[src/rtl/mem_stage_if.sv]
// Execute-to-memory handshake, data-SRAM response, writeback handshake and decode
// forwarding bundle for the memory-access stage.
interface mem_stage_if #(
    parameter int SIDE_WD = 96
);
    logic               es_to_ms_valid;
    logic               ms_allowin;
    logic [31:0]        es_pc;
    logic [31:0]        es_result;
    logic [4:0]         es_dest;
    logic               es_gr_we;
    logic               es_res_from_mem;
    logic               es_mem_req;
    logic [4:0]         es_load_op;
    logic [1:0]         es_vaddr_lo;
    logic               es_ex;
    logic               es_csr_we;
    logic [4:0]         es_tlb_op;
    logic [SIDE_WD-1:0] es_side;
    logic               es_req_accepted;
    logic               data_sram_data_ok;
    logic [31:0]        data_sram_rdata;
    logic               flush;
    logic               ws_allowin;
    logic               ms_to_ws_valid;
    logic [31:0]        ms_pc;
    logic [31:0]        ms_final_result;
    logic [4:0]         ms_dest;
    logic               ms_gr_we;
    logic [SIDE_WD-1:0] ms_side_out;
    logic               ms_fwd_valid;
    logic               ms_blk_valid;
    logic [4:0]         ms_fwd_dest;
    logic [31:0]        ms_fwd_result;
    logic               ms_ex;
    logic               ms_tlb_blk;

    modport master (
        output es_to_ms_valid, es_pc, es_result, es_dest, es_gr_we, es_res_from_mem,
               es_mem_req, es_load_op, es_vaddr_lo, es_ex, es_csr_we, es_tlb_op, es_side,
               es_req_accepted, data_sram_data_ok, data_sram_rdata, flush, ws_allowin,
        input  ms_allowin, ms_to_ws_valid, ms_pc, ms_final_result, ms_dest, ms_gr_we,
               ms_side_out, ms_fwd_valid, ms_blk_valid, ms_fwd_dest, ms_fwd_result,
               ms_ex, ms_tlb_blk
    );

    modport slave (
        input  es_to_ms_valid, es_pc, es_result, es_dest, es_gr_we, es_res_from_mem,
               es_mem_req, es_load_op, es_vaddr_lo, es_ex, es_csr_we, es_tlb_op, es_side,
               es_req_accepted, data_sram_data_ok, data_sram_rdata, flush, ws_allowin,
        output ms_allowin, ms_to_ws_valid, ms_pc, ms_final_result, ms_dest, ms_gr_we,
               ms_side_out, ms_fwd_valid, ms_blk_valid, ms_fwd_dest, ms_fwd_result,
               ms_ex, ms_tlb_blk
    );
endinterface

[src/rtl/mem_stage.sv]
// Memory-access pipeline stage: waits for the data-SRAM response, buffers it across
// writeback stalls, extends load data and drops responses orphaned by a flush.
module mem_stage #(
    parameter int SIDE_WD = 96
) (
    input  logic       clk,
    input  logic       reset,
    mem_stage_if.slave bus
);
    logic               ms_valid_q, ms_valid_d;
    logic [31:0]        pc_q, pc_d;
    logic [31:0]        result_q, result_d;
    logic [4:0]         dest_q, dest_d;
    logic               gr_we_q, gr_we_d;
    logic               res_from_mem_q, res_from_mem_d;
    logic               mem_req_q, mem_req_d;
    logic [4:0]         load_op_q, load_op_d;
    logic [1:0]         vaddr_lo_q, vaddr_lo_d;
    logic               ex_q, ex_d;
    logic               csr_we_q, csr_we_d;
    logic [4:0]         tlb_op_q, tlb_op_d;
    logic [SIDE_WD-1:0] side_q, side_d;
    logic               data_ok_seen_q, data_ok_seen_d;
    logic [31:0]        rdata_buf_q, rdata_buf_d;
    logic [1:0]         cancel_cnt_q, cancel_cnt_d;

    logic        ms_ready_go;
    logic        ms_allowin;
    logic        ms_to_ws_valid;
    logic        owned_ok;
    logic        leaving;
    logic        orphan_ms;
    logic        drop_ok;
    logic [2:0]  cnt_sum;
    logic [31:0] load_word;
    logic [31:0] load_ext;
    logic [31:0] final_result;
    logic [7:0]  byte_lane [4];
    logic [15:0] half_lane [2];
    logic [7:0]  byte_v;
    logic [15:0] half_v;

    // A response with nothing pending cancellation belongs to the resident instruction.
    assign owned_ok    = bus.data_sram_data_ok && (cancel_cnt_q == 2'd0) && ms_valid_q
                         && mem_req_q && !ex_q && !data_ok_seen_q;
    assign ms_ready_go = !mem_req_q || ex_q || data_ok_seen_q
                         || (bus.data_sram_data_ok && (cancel_cnt_q == 2'd0));
    assign ms_allowin     = !ms_valid_q || (ms_ready_go && bus.ws_allowin);
    assign ms_to_ws_valid = ms_valid_q && ms_ready_go && !bus.flush;
    assign leaving        = ms_to_ws_valid && bus.ws_allowin;
    assign orphan_ms      = ms_valid_q && mem_req_q && !ex_q && !data_ok_seen_q && !owned_ok;
    assign drop_ok        = bus.data_sram_data_ok && (cancel_cnt_q != 2'd0);

    assign load_word = data_ok_seen_q ? rdata_buf_q : bus.data_sram_rdata;

    for (genvar gi = 0; gi < 4; gi++) begin : g_byte_lane
        assign byte_lane[gi] = load_word[8*gi +: 8];
    end
    for (genvar gi = 0; gi < 2; gi++) begin : g_half_lane
        assign half_lane[gi] = load_word[16*gi +: 16];
    end
    assign byte_v = byte_lane[vaddr_lo_q];
    assign half_v = half_lane[vaddr_lo_q[1]];

    // load_op is one-hot {ld_hu, ld_bu, ld_w, ld_h, ld_b}.
    always_comb begin
        load_ext = load_word;
        if (load_op_q[0])      load_ext = {{24{byte_v[7]}}, byte_v};
        else if (load_op_q[1]) load_ext = {{16{half_v[15]}}, half_v};
        else if (load_op_q[2]) load_ext = load_word;
        else if (load_op_q[3]) load_ext = {24'd0, byte_v};
        else if (load_op_q[4]) load_ext = {16'd0, half_v};
    end

    assign final_result = res_from_mem_q ? load_ext : result_q;

    always_comb begin
        ms_valid_d     = ms_valid_q;
        pc_d           = pc_q;
        result_d       = result_q;
        dest_d         = dest_q;
        gr_we_d        = gr_we_q;
        res_from_mem_d = res_from_mem_q;
        mem_req_d      = mem_req_q;
        load_op_d      = load_op_q;
        vaddr_lo_d     = vaddr_lo_q;
        ex_d           = ex_q;
        csr_we_d       = csr_we_q;
        tlb_op_d       = tlb_op_q;
        side_d         = side_q;
        data_ok_seen_d = data_ok_seen_q;
        rdata_buf_d    = rdata_buf_q;

        if (bus.flush) begin
            ms_valid_d = 1'b0;
        end else if (ms_allowin) begin
            ms_valid_d = bus.es_to_ms_valid;
        end

        if (!bus.flush && ms_allowin && bus.es_to_ms_valid) begin
            pc_d           = bus.es_pc;
            result_d       = bus.es_result;
            dest_d         = bus.es_dest;
            gr_we_d        = bus.es_gr_we;
            res_from_mem_d = bus.es_res_from_mem;
            mem_req_d      = bus.es_mem_req;
            load_op_d      = bus.es_load_op;
            vaddr_lo_d     = bus.es_vaddr_lo;
            ex_d           = bus.es_ex;
            csr_we_d       = bus.es_csr_we;
            tlb_op_d       = bus.es_tlb_op;
            side_d         = bus.es_side;
        end

        // Hold the response if writeback cannot take it this cycle.
        if (bus.flush || leaving) begin
            data_ok_seen_d = 1'b0;
        end else if (owned_ok && !bus.ws_allowin) begin
            data_ok_seen_d = 1'b1;
            rdata_buf_d    = bus.data_sram_rdata;
        end
    end

    always_comb begin
        cnt_sum = {1'b0, cancel_cnt_q};
        if (bus.flush && orphan_ms)           cnt_sum = cnt_sum + 3'd1;
        if (bus.flush && bus.es_req_accepted) cnt_sum = cnt_sum + 3'd1;
        if (drop_ok)                          cnt_sum = cnt_sum - 3'd1;
        cancel_cnt_d = (cnt_sum > 3'd2) ? 2'd2 : cnt_sum[1:0];
    end

    always_ff @(posedge clk or posedge reset) begin
        if (reset) begin
            ms_valid_q     <= 1'b0;
            pc_q           <= '0;
            result_q       <= '0;
            dest_q         <= '0;
            gr_we_q        <= 1'b0;
            res_from_mem_q <= 1'b0;
            mem_req_q      <= 1'b0;
            load_op_q      <= '0;
            vaddr_lo_q     <= '0;
            ex_q           <= 1'b0;
            csr_we_q       <= 1'b0;
            tlb_op_q       <= '0;
            side_q         <= '0;
            data_ok_seen_q <= 1'b0;
            rdata_buf_q    <= '0;
            cancel_cnt_q   <= '0;
        end else begin
            ms_valid_q     <= ms_valid_d;
            pc_q           <= pc_d;
            result_q       <= result_d;
            dest_q         <= dest_d;
            gr_we_q        <= gr_we_d;
            res_from_mem_q <= res_from_mem_d;
            mem_req_q      <= mem_req_d;
            load_op_q      <= load_op_d;
            vaddr_lo_q     <= vaddr_lo_d;
            ex_q           <= ex_d;
            csr_we_q       <= csr_we_d;
            tlb_op_q       <= tlb_op_d;
            side_q         <= side_d;
            data_ok_seen_q <= data_ok_seen_d;
            rdata_buf_q    <= rdata_buf_d;
            cancel_cnt_q   <= cancel_cnt_d;
        end
    end

    assign bus.ms_allowin      = ms_allowin;
    assign bus.ms_to_ws_valid  = ms_to_ws_valid;
    assign bus.ms_pc           = pc_q;
    assign bus.ms_final_result = final_result;
    assign bus.ms_dest         = dest_q;
    assign bus.ms_gr_we        = gr_we_q;
    assign bus.ms_side_out     = side_q;
    assign bus.ms_fwd_valid    = ms_valid_q && gr_we_q;
    assign bus.ms_blk_valid    = ms_valid_q && res_from_mem_q && !ms_ready_go;
    assign bus.ms_fwd_dest     = dest_q;
    assign bus.ms_fwd_result   = final_result;
    assign bus.ms_ex           = ms_valid_q && ex_q;
    // Only tlbrd (bit 1) of the one-hot TLB op blocks a younger tlbsrch.
    assign bus.ms_tlb_blk      = ms_valid_q && (((tlb_op_q & 5'b00010) != 5'd0) || csr_we_q);
endmodule

[src/flat_wrapper.sv]
// flat-port wrapper written by rule: the top's interface ports become plain ports
module mem_stage_flat 
#(
    parameter int SIDE_WD = 96
)
  (clk, reset, bus_es_to_ms_valid, bus_es_pc, bus_es_result, bus_es_dest, bus_es_gr_we, bus_es_res_from_mem, bus_es_mem_req, bus_es_load_op, bus_es_vaddr_lo, bus_es_ex, bus_es_csr_we, bus_es_tlb_op, bus_es_side, bus_es_req_accepted, bus_data_sram_data_ok, bus_data_sram_rdata, bus_flush, bus_ws_allowin, bus_ms_allowin, bus_ms_to_ws_valid, bus_ms_pc, bus_ms_final_result, bus_ms_dest, bus_ms_gr_we, bus_ms_side_out, bus_ms_fwd_valid, bus_ms_blk_valid, bus_ms_fwd_dest, bus_ms_fwd_result, bus_ms_ex, bus_ms_tlb_blk);
  mem_stage_if #(.SIDE_WD(SIDE_WD)) bus_i ();
  input  logic clk;
  input  logic reset;
  input wire logic [$bits(bus_i.es_to_ms_valid)-1:0] bus_es_to_ms_valid;
  input wire logic [$bits(bus_i.es_pc)-1:0] bus_es_pc;
  input wire logic [$bits(bus_i.es_result)-1:0] bus_es_result;
  input wire logic [$bits(bus_i.es_dest)-1:0] bus_es_dest;
  input wire logic [$bits(bus_i.es_gr_we)-1:0] bus_es_gr_we;
  input wire logic [$bits(bus_i.es_res_from_mem)-1:0] bus_es_res_from_mem;
  input wire logic [$bits(bus_i.es_mem_req)-1:0] bus_es_mem_req;
  input wire logic [$bits(bus_i.es_load_op)-1:0] bus_es_load_op;
  input wire logic [$bits(bus_i.es_vaddr_lo)-1:0] bus_es_vaddr_lo;
  input wire logic [$bits(bus_i.es_ex)-1:0] bus_es_ex;
  input wire logic [$bits(bus_i.es_csr_we)-1:0] bus_es_csr_we;
  input wire logic [$bits(bus_i.es_tlb_op)-1:0] bus_es_tlb_op;
  input wire logic [$bits(bus_i.es_side)-1:0] bus_es_side;
  input wire logic [$bits(bus_i.es_req_accepted)-1:0] bus_es_req_accepted;
  input wire logic [$bits(bus_i.data_sram_data_ok)-1:0] bus_data_sram_data_ok;
  input wire logic [$bits(bus_i.data_sram_rdata)-1:0] bus_data_sram_rdata;
  input wire logic [$bits(bus_i.flush)-1:0] bus_flush;
  input wire logic [$bits(bus_i.ws_allowin)-1:0] bus_ws_allowin;
  output wire logic [$bits(bus_i.ms_allowin)-1:0] bus_ms_allowin;
  output wire logic [$bits(bus_i.ms_to_ws_valid)-1:0] bus_ms_to_ws_valid;
  output wire logic [$bits(bus_i.ms_pc)-1:0] bus_ms_pc;
  output wire logic [$bits(bus_i.ms_final_result)-1:0] bus_ms_final_result;
  output wire logic [$bits(bus_i.ms_dest)-1:0] bus_ms_dest;
  output wire logic [$bits(bus_i.ms_gr_we)-1:0] bus_ms_gr_we;
  output wire logic [$bits(bus_i.ms_side_out)-1:0] bus_ms_side_out;
  output wire logic [$bits(bus_i.ms_fwd_valid)-1:0] bus_ms_fwd_valid;
  output wire logic [$bits(bus_i.ms_blk_valid)-1:0] bus_ms_blk_valid;
  output wire logic [$bits(bus_i.ms_fwd_dest)-1:0] bus_ms_fwd_dest;
  output wire logic [$bits(bus_i.ms_fwd_result)-1:0] bus_ms_fwd_result;
  output wire logic [$bits(bus_i.ms_ex)-1:0] bus_ms_ex;
  output wire logic [$bits(bus_i.ms_tlb_blk)-1:0] bus_ms_tlb_blk;
  assign bus_i.es_to_ms_valid = bus_es_to_ms_valid;
  assign bus_i.es_pc = bus_es_pc;
  assign bus_i.es_result = bus_es_result;
  assign bus_i.es_dest = bus_es_dest;
  assign bus_i.es_gr_we = bus_es_gr_we;
  assign bus_i.es_res_from_mem = bus_es_res_from_mem;
  assign bus_i.es_mem_req = bus_es_mem_req;
  assign bus_i.es_load_op = bus_es_load_op;
  assign bus_i.es_vaddr_lo = bus_es_vaddr_lo;
  assign bus_i.es_ex = bus_es_ex;
  assign bus_i.es_csr_we = bus_es_csr_we;
  assign bus_i.es_tlb_op = bus_es_tlb_op;
  assign bus_i.es_side = bus_es_side;
  assign bus_i.es_req_accepted = bus_es_req_accepted;
  assign bus_i.data_sram_data_ok = bus_data_sram_data_ok;
  assign bus_i.data_sram_rdata = bus_data_sram_rdata;
  assign bus_i.flush = bus_flush;
  assign bus_i.ws_allowin = bus_ws_allowin;
  assign bus_ms_allowin = bus_i.ms_allowin;
  assign bus_ms_to_ws_valid = bus_i.ms_to_ws_valid;
  assign bus_ms_pc = bus_i.ms_pc;
  assign bus_ms_final_result = bus_i.ms_final_result;
  assign bus_ms_dest = bus_i.ms_dest;
  assign bus_ms_gr_we = bus_i.ms_gr_we;
  assign bus_ms_side_out = bus_i.ms_side_out;
  assign bus_ms_fwd_valid = bus_i.ms_fwd_valid;
  assign bus_ms_blk_valid = bus_i.ms_blk_valid;
  assign bus_ms_fwd_dest = bus_i.ms_fwd_dest;
  assign bus_ms_fwd_result = bus_i.ms_fwd_result;
  assign bus_ms_ex = bus_i.ms_ex;
  assign bus_ms_tlb_blk = bus_i.ms_tlb_blk;
  mem_stage #(.SIDE_WD(SIDE_WD)) u_core (.clk(clk), .reset(reset), .bus(bus_i));
endmodule
[config.mk]
export PLATFORM = sky130hd
export DESIGN_NAME = mem_stage_flat
export DESIGN_NICKNAME = d
export VERILOG_FILES = /design/src/rtl/mem_stage_if.sv /design/src/rtl/mem_stage.sv /design/src/flat_wrapper.sv
export SDC_FILE = /design/constraint.sdc
export NUM_CORES = 1
export LEC_CHECK = 0
export ABC_AREA = 1
export CAP_MARGIN = 20
export CORE_AREA = 2 2 165 167
export CTS_BUF_LIST = sky130_fd_sc_hd__clkbuf_8 sky130_fd_sc_hd__clkbuf_16
export DETAILED_ROUTE_END_ITERATION = 8
export DIE_AREA = 0 0 167 169
export PLACE_DENSITY_LB_ADDON = 0.12
export RECOVER_POWER = 100
export SLEW_MARGIN = 10
export SYNTH_ARGS = -nofsm -noshare
export SYNTH_HDL_FRONTEND = slang
export SYNTH_SLANG_ARGS = --single-unit
[constraint.sdc]
create_clock -name clk -period 15.25 [get_ports clk]
set_input_delay 3.05 -clock clk [delete_from_list [all_inputs] [get_ports clk]]
set_output_delay 3.05 -clock clk [all_outputs]
set_load 0.005 [all_outputs]
==> impl_metrics.json, run 1 <==
{
  "place_inst": 1976,
  "syn_avg_cell_area_um2": 7.832,
  "syn_nets": 1532,
  "layout_commonest_cell": "nand2_1",
  "clock_latency_ps": 530,
  "grtUsageTotal_pct": 22.85,
  "yosysSeqAreaShare_pct": 52.32,
  "grt_pass1_wl_um": 50870,
  "cts_hold_buf": 0,
  "outcome": "finished, violations left",
  "grt_max_degree": 147,
  "overflow": 0,
  "drt_iter0_markers": 684,
  "worstMarginPinSlew_ps": 6244,
  "path_class": "input pin to flip-flop",
  "vias": 9316,
  "r2r_slack_ps": 7760,
  "wl_um": 33060,
  "coreArea_um2": 26500,
  "setup_ws_ps": 5280,
  "hpwl_um": 24510,
  "rr_worst_depth": 9,
  "crit_family": "buffers and inverters",
  "finalMaxSlewViolations": 430,
  "rr_endpoint": "u_core.bus.ms_pc[4]$_DFFE_PP0P_",
  "required_ps": 15490,
  "cp-start-kind": "input pin",
  "violations": "max-capacitance violations, max-slew violations",
  "diodes": 0,
  "num_rows": 60,
  "setup_viol": 0,
  "antenna_found_initial": 4,
  "cts_root_buf": "clkbuf_16",
  "cap_violations": 5,
  "hold_path_depth": 2,
  "die_w_um": 167,
  "crit_path_top_delay_cell": "clkbuf_1",
  "finalPower_mw": 2.037,
  "ir_worst_vdd_uv": 78.33,
  "initial_core_util_pct": 38.63,
  "die_area_um2": 28220,
  "hold_end": "u_core.bus.ms_pc[15]$_DFFE_PP0P_",
  "power.density_nw_per_um2": 134.3,
  "wl_per_cell_um": 16.36,
  "hold_start": "u_core.bus.ms_pc[15]$_DFFE_PP0P_",
  "path_cells": "dlygate4sd3_1 > inv_1 > nand3_4 > clkbuf_1 > clkbuf_1 > o21ai_0",
  "drtPass1Iterations": 5,
  "grt_pass1_vias": 8869,
  "cts.clk_slew.worst_paths_ps": 60,
  "arrival_ps": 10210,
  "fill_cells": 2497,
  "yosys.area.top_type": "dfrtp_1",
  "final_cell_count_no_fill": 2021,
  "cp_slowest_stage_delay_ps": 2770,
  "synth_top_area_share_pct": 52.32,
  "drtAntennaViolNets": 0,
  "critical_path_buf_inv_count": 4,
  "syn-cell-area_um2": 10240,
  "io_buffers": 425,
  "endpoint_kind": "flip-flop",
  "cts_tree": "done",
  "dieHeight_um": 169,
  "numCtsBuffers": 25,
  "rsz0062_at_grt": "false",
  "rr_startpoint": "u_core.data_ok_seen_q$_DFFE_PP0P_",
  "area_growth_pct": 48.20,
  "io_pins": 430,
  "cts_sinks": 214,
  "syn_inst": 1307,
  "p_leak_nw": 7.655,
  "htree_levels": 1,
  "gp_congestion": 0.8541,
  "drive_gt1_share_pct": 2.917,
  "cts_resized": 0,
  "crit_top_cell": "clkbuf_1",
  "drc_errors": 0,
  "finalHoldViolCount": 0,
  "period_needed_ps": 9970,
  "crit_fanout": 110,
  "fin_nets": 1889,
  "hold_class": "flip-flop to flip-flop",
  "ys_seq_elements": 214,
  "fin_crit_sh_pct": 65.38,
  "synth_warnings": 0,
  "final_cell_mix": "380 x nand2_1, 236 x o21ai_0, 218 x inv_1, 215 x clkdlybuf4s50_1, 214 x dfrtp_1",
  "yosys-top-cells-area": "dfrtp_1 52%, nand2_1 14%, o21ai_0 10%",
  "timing.setup.tns_ps": 0,
  "detailedPlace.worstSlack_ps": 6573,
  "ys_types": 28,
  "post_cts_buffers": 0,
  "clockBufferDepth": 3,
  "fmax_mhz": 100.3,
  "finalClockSkew_ps": 7.863,
  "max_slew_margin_pct": -316.3,
  "vias_per_cell": 4.610
}
layout make-up:
cell class,count,area (um^2),area share [%]
multi-input combinational,771,3433,22.63
timing repair buffer,435,4327,28.52
clock buffer,29,680.7,4.487
inverter,217,815.8,5.378
sequential,214,5355,35.30
clock inverter,14,131.4,0.8661
tap,341,426.7,2.813
metal layers:
metal	vias to the layer above	GRT usage, %	wire length, um
met2	308	39.94	16870
met4	8	4.610	664
met5	-	0	57
li1	4714	-	-
met1	4241	27.95	12850
met3	45	7.084	2620
tightest hold or removal path, stage by stage (launching register included):
cell     delay (ps)
dfrtp_1         340
nand2_1          50
o21ai_0          60
how the worst max path moves through the flow:
stage,from,endpoint,slack [ps],cells past startpoint
after floorplan,reset,u_core.bus.ms_dest[0]$_DFFE_PP0P_,6350,1
after global placement,bus_data_sram_rdata[15],bus_ms_final_result[23],6590,8
after detailed placement,bus_data_sram_rdata[15],bus_ms_fwd_result[15],6570,8
after CTS,bus_data_sram_rdata[15],bus_ms_fwd_result[15],6560,8
after global routing,reset,u_core.bus.ms_side_out[82]$_DFFE_PP0P_,3940,3
final,bus_flush,u_core.bus.ms_pc[4]$_DFFE_PP0P_,5280,6
per-stage QoR:
step           instance area (um^2)  util [%]  hold slack [ps]
2_1_floorplan                 10240         -            453.4
5_1_grt                       15170     57.24            496.0
3_3_place_gp                  14360     54.18            463.9
3_5_place_dp                  14360     54.18            471.6
4_1_cts                       15170     57.24            486.6
6_report                      15170     57.24            476.3
where the power goes:
part	total [mW]	internal, mW	switching [mW]
clock	0.593	0.352	0.241
sequential	0.773	0.699	0.0741
combinational	0.671	0.348	0.323
total	2.04	1.40	0.638
cells in the mapped netlist:
library cell and n:
or2_2 1, buf_2 33, o211ai_1 10, nor2_1 45
clkinv_1 1, a21oi_1 42, nand3_1 32, clkbuf_1 19
buf_4 53, a31oi_1 6, xnor2_1 1, nor2_2 1
o22ai_1 1, a21oi_2 1, nand2_1 380, nand3_2 1
dfrtp_1 214, o21ai_0 207, o21a_1 1, o21ai_1 32
o31ai_1 1, ha_1 4, inv_2 2, xor2_1 1
o21ai_2 1, nor3_4 1, inv_1 214, and2_1 2
sequential cells by signal (all words and copies together), names as in the netlist, 2 cells and up:
register,count
u_core.bus.ms_side_out,96
u_core.bus.ms_pc,32
u_core.rdata_buf_q,32
u_core.result_q,32
u_core.bus.ms_dest,5
u_core.load_op_q,5
u_core.cancel_cnt_q,2
u_core.vaddr_lo_q,2
cells by family after synthesis:
kind of cell    count (synthesis)  synth area share [%]
buf+inv                       322                 14.15
fa+ha+maj                       4                0.4890
compound gates                302                 15.22
xor+xnor                        2                0.1712
simple gates                  463                 17.65
flops                         214                 52.32
Power figures use the tool's default switching activity.
==> run 2, diff against run 1 <==
--- a/config.mk
+++ b/config.mk
@@ -7,10 +7,10 @@
 export LEC_CHECK = 0
 export ABC_AREA = 1
 export CAP_MARGIN = 20
-export CORE_AREA = 2 2 165 167
+export CORE_AREA = 2 2 166 168
 export CTS_BUF_LIST = sky130_fd_sc_hd__clkbuf_8 sky130_fd_sc_hd__clkbuf_16
 export DETAILED_ROUTE_END_ITERATION = 8
-export DIE_AREA = 0 0 167 169
+export DIE_AREA = 0 0 168 170
 export PLACE_DENSITY_LB_ADDON = 0.12
 export RECOVER_POWER = 100
 export SLEW_MARGIN = 10
==> constraint.sdc (replaced) <==
create_clock -name clk -period 8 [get_ports clk]
set_input_delay 1.6 -clock clk [delete_from_list [all_inputs] [get_ports clk]]
set_output_delay 1.6 -clock clk [all_outputs]
set_load 0.005 [all_outputs]
==> impl_metrics.json, run 2 (synthesis results as in run 1) <==
{
  "largest_register_ffs": 96,
  "hpwl_um": 24830,
  "area_growth_pct": 48.07,
  "gp_congestion": 0.8618,
  "endpoint_kind": "primary output",
  "max_slew_margin_pct": -150.2,
  "clockBufferDepth": 3,
  "finalClockSkew_ps": 22.35,
  "vias_per_cell": 4.585,
  "cts_root_buf": "clkbuf_16",
  "met2_length_um": 16230,
  "crit_path_top_delay_cell": "clkbuf_1",
  "numCtsBuffers": 26,
  "coreArea_um2": 26650,
  "finalHoldViolCount": 0,
  "p_switching_mw": 1.223,
  "drt-met1-wl_um": 12920,
  "fin_area_um2": 15160,
  "wl_um": 33100,
  "outcome": "finished, violations left",
  "final_cell_mix": "380 x nand2_1, 239 x o21ai_0, 221 x inv_1, 216 x clkdlybuf4s50_1, 214 x dfrtp_1",
  "timing.setup.tns_ps": 0,
  "path_class": "input pin to primary output",
  "cp_slowest_stage_delay_ps": 730,
  "place_inst": 1976,
  "die_w_um": 168,
  "cts_hold_buf": 0,
  "initial_core_util_pct": 38.41,
  "sequentialPowerShare_pct": 38.2,
  "crit_fanout": 20,
  "final_core_util_pct": 56.87,
  "antenna_found_initial": 6,
  "hold_path_depth": 2,
  "die_area_um2": 28560,
  "grtUsageTotal_pct": 22.93,
  "drtAntennaViolNets": 0,
  "drc_errors": 0,
  "cts_tree": "done",
  "p_int_mw": 2.624,
  "fill_cells": 2508,
  "drive_gt1_share_pct": 2.973,
  "setup_viol": 0,
  "violations": "max-capacitance violations, max-slew violations",
  "period_needed_ps": 6110,
  "num_rows": 60,
  "finalPower_mw": 3.848,
  "clockPowerShare_pct": 28.3,
  "overflow": 0,
  "clock_latency_ps": 550,
  "final_cell_count_no_fill": 2026,
  "p_leak_nw": 7.662,
  "cts_sinks": 214,
  "vias": 9289,
  "arrival_ps": 4510,
  "grt_pass1_wl_um": 50670,
  "post_cts_buffers": 0,
  "fin_nets": 1890,
  "power.density_nw_per_um2": 253.9,
  "dr.max_layer_used": "met5",
  "fin_crit_sh_pct": 76.37,
  "rsz0062_at_grt": "false",
  "path_cells": "clkdlybuf4s50_1 > nand2_1 > nand3_1 > nand3_1 > nand2_1 > a21oi_1 > clkbuf_1 > a21oi_1 > dlygate4sd3_1",
  "hold_class": "flip-flop to flip-flop",
  "cts.clk_slew.worst_paths_ps": 60,
  "netSwitchingFraction_pct": 31.79,
  "htree_levels": 1,
  "worstMarginPinSlew_ps": 3732,
  "drtPass1Iterations": 6,
  "io_buffers": 425,
  "required_ps": 6400,
  "layout_commonest_cell": "nand2_1",
  "rr_worst_depth": 8,
  "dpl_cell_area_um2": 14370,
  "grt_pass1_vias": 8913,
  "io_pins": 430,
  "grt_max_degree": 210,
  "wl_met3_um": 2727,
  "cap_violations": 5,
  "wl_per_cell_um": 16.34,
  "cts_resized": 0,
  "finalMaxSlewViolations": 482,
  "p_comb_share_pct": 33.5,
  "dieHeight_um": 170,
  "cp-start-kind": "input pin",
  "ir_worst_vdd_uv": 150.4,
  "fmax_mhz": 163.7,
  "drt_iter0_markers": 661
}
## run 2: cell count changes in the layout (fill, tap and decap cells not counted), sizes merged
cell,previous run,this run
bufinv,2,0
inv,221,223
diode,0,3
clkbuf,35,36
dlygate4sd3,210,209
clkinv,6,7
clkdlybuf4s50,215,216
## run 2: worst max-delay path: cells and delay by family
family                 cells  cell delay, ps
buffers and inverters      3            1830
AOI/OAI and AO/OA          2             660
and+or+nand+nor            4             420
## run 2: layout make-up
cell class	count	area [um^2]	share of cell area, %
diodes	3	7.507	0.04953
clock buffers	30	705.7	4.656
clock inverters	15	96.34	0.6356
inverters	217	815.8	5.382
multi-input cells	771	3420	22.56
flip-flops and latches	214	5355	35.33
well taps	341	426.7	2.815
repair buffers	435	4330	28.57
## run 2: path summary, 6_finish.rpt
kind                                                     endpoint  slack (ps)                         startpoint
min reg2reg                      u_core.bus.ms_pc[26]$_DFFE_PP0P_         470   u_core.bus.ms_pc[26]$_DFFE_PP0P_
min in group asynchronous  u_core.bus.ms_side_out[45]$_DFFE_PP0P_        2600                              reset
max reg2reg                u_core.bus.ms_side_out[85]$_DFFE_PP0P_        3130  u_core.data_ok_seen_q$_DFFE_PP0P_
min                              u_core.bus.ms_pc[26]$_DFFE_PP0P_         470   u_core.bus.ms_pc[26]$_DFFE_PP0P_
max                                       bus_ms_final_result[11]        1890            bus_data_sram_rdata[31]
max in group asynchronous         u_core.bus.ms_pc[8]$_DFFE_PP0P_        2420                              reset
## run 2: stage by stage
stage	setup slack, ps	hold WS [ps]
after global placement	2190	464.5
after floorplan	549.1	453.4
after detailed placement	2162	471.3
final	1890	474.4
after CTS	2158	485.7
after global routing	1359	496.9
## run 2: metal layers
layer / vias up / track usage, %
li1: 4726 / -
met1: 4166 / 27.80
met2: 318 / 38.56
met3: 73 / 7.419
met4: 6 / 7.940
met5: - / 0
## run 2: power by group through the flow
stage	sequential, mW	clock [mW]	combinational [mW]
final	1.47	1.09	1.29
after global routing	1.50	1.17	1.43
after CTS	1.48	1.13	1.42
after detailed placement	1.49	0	1.42
after global placement	1.48	0	1.40
after floorplan	1.47	0	0.634
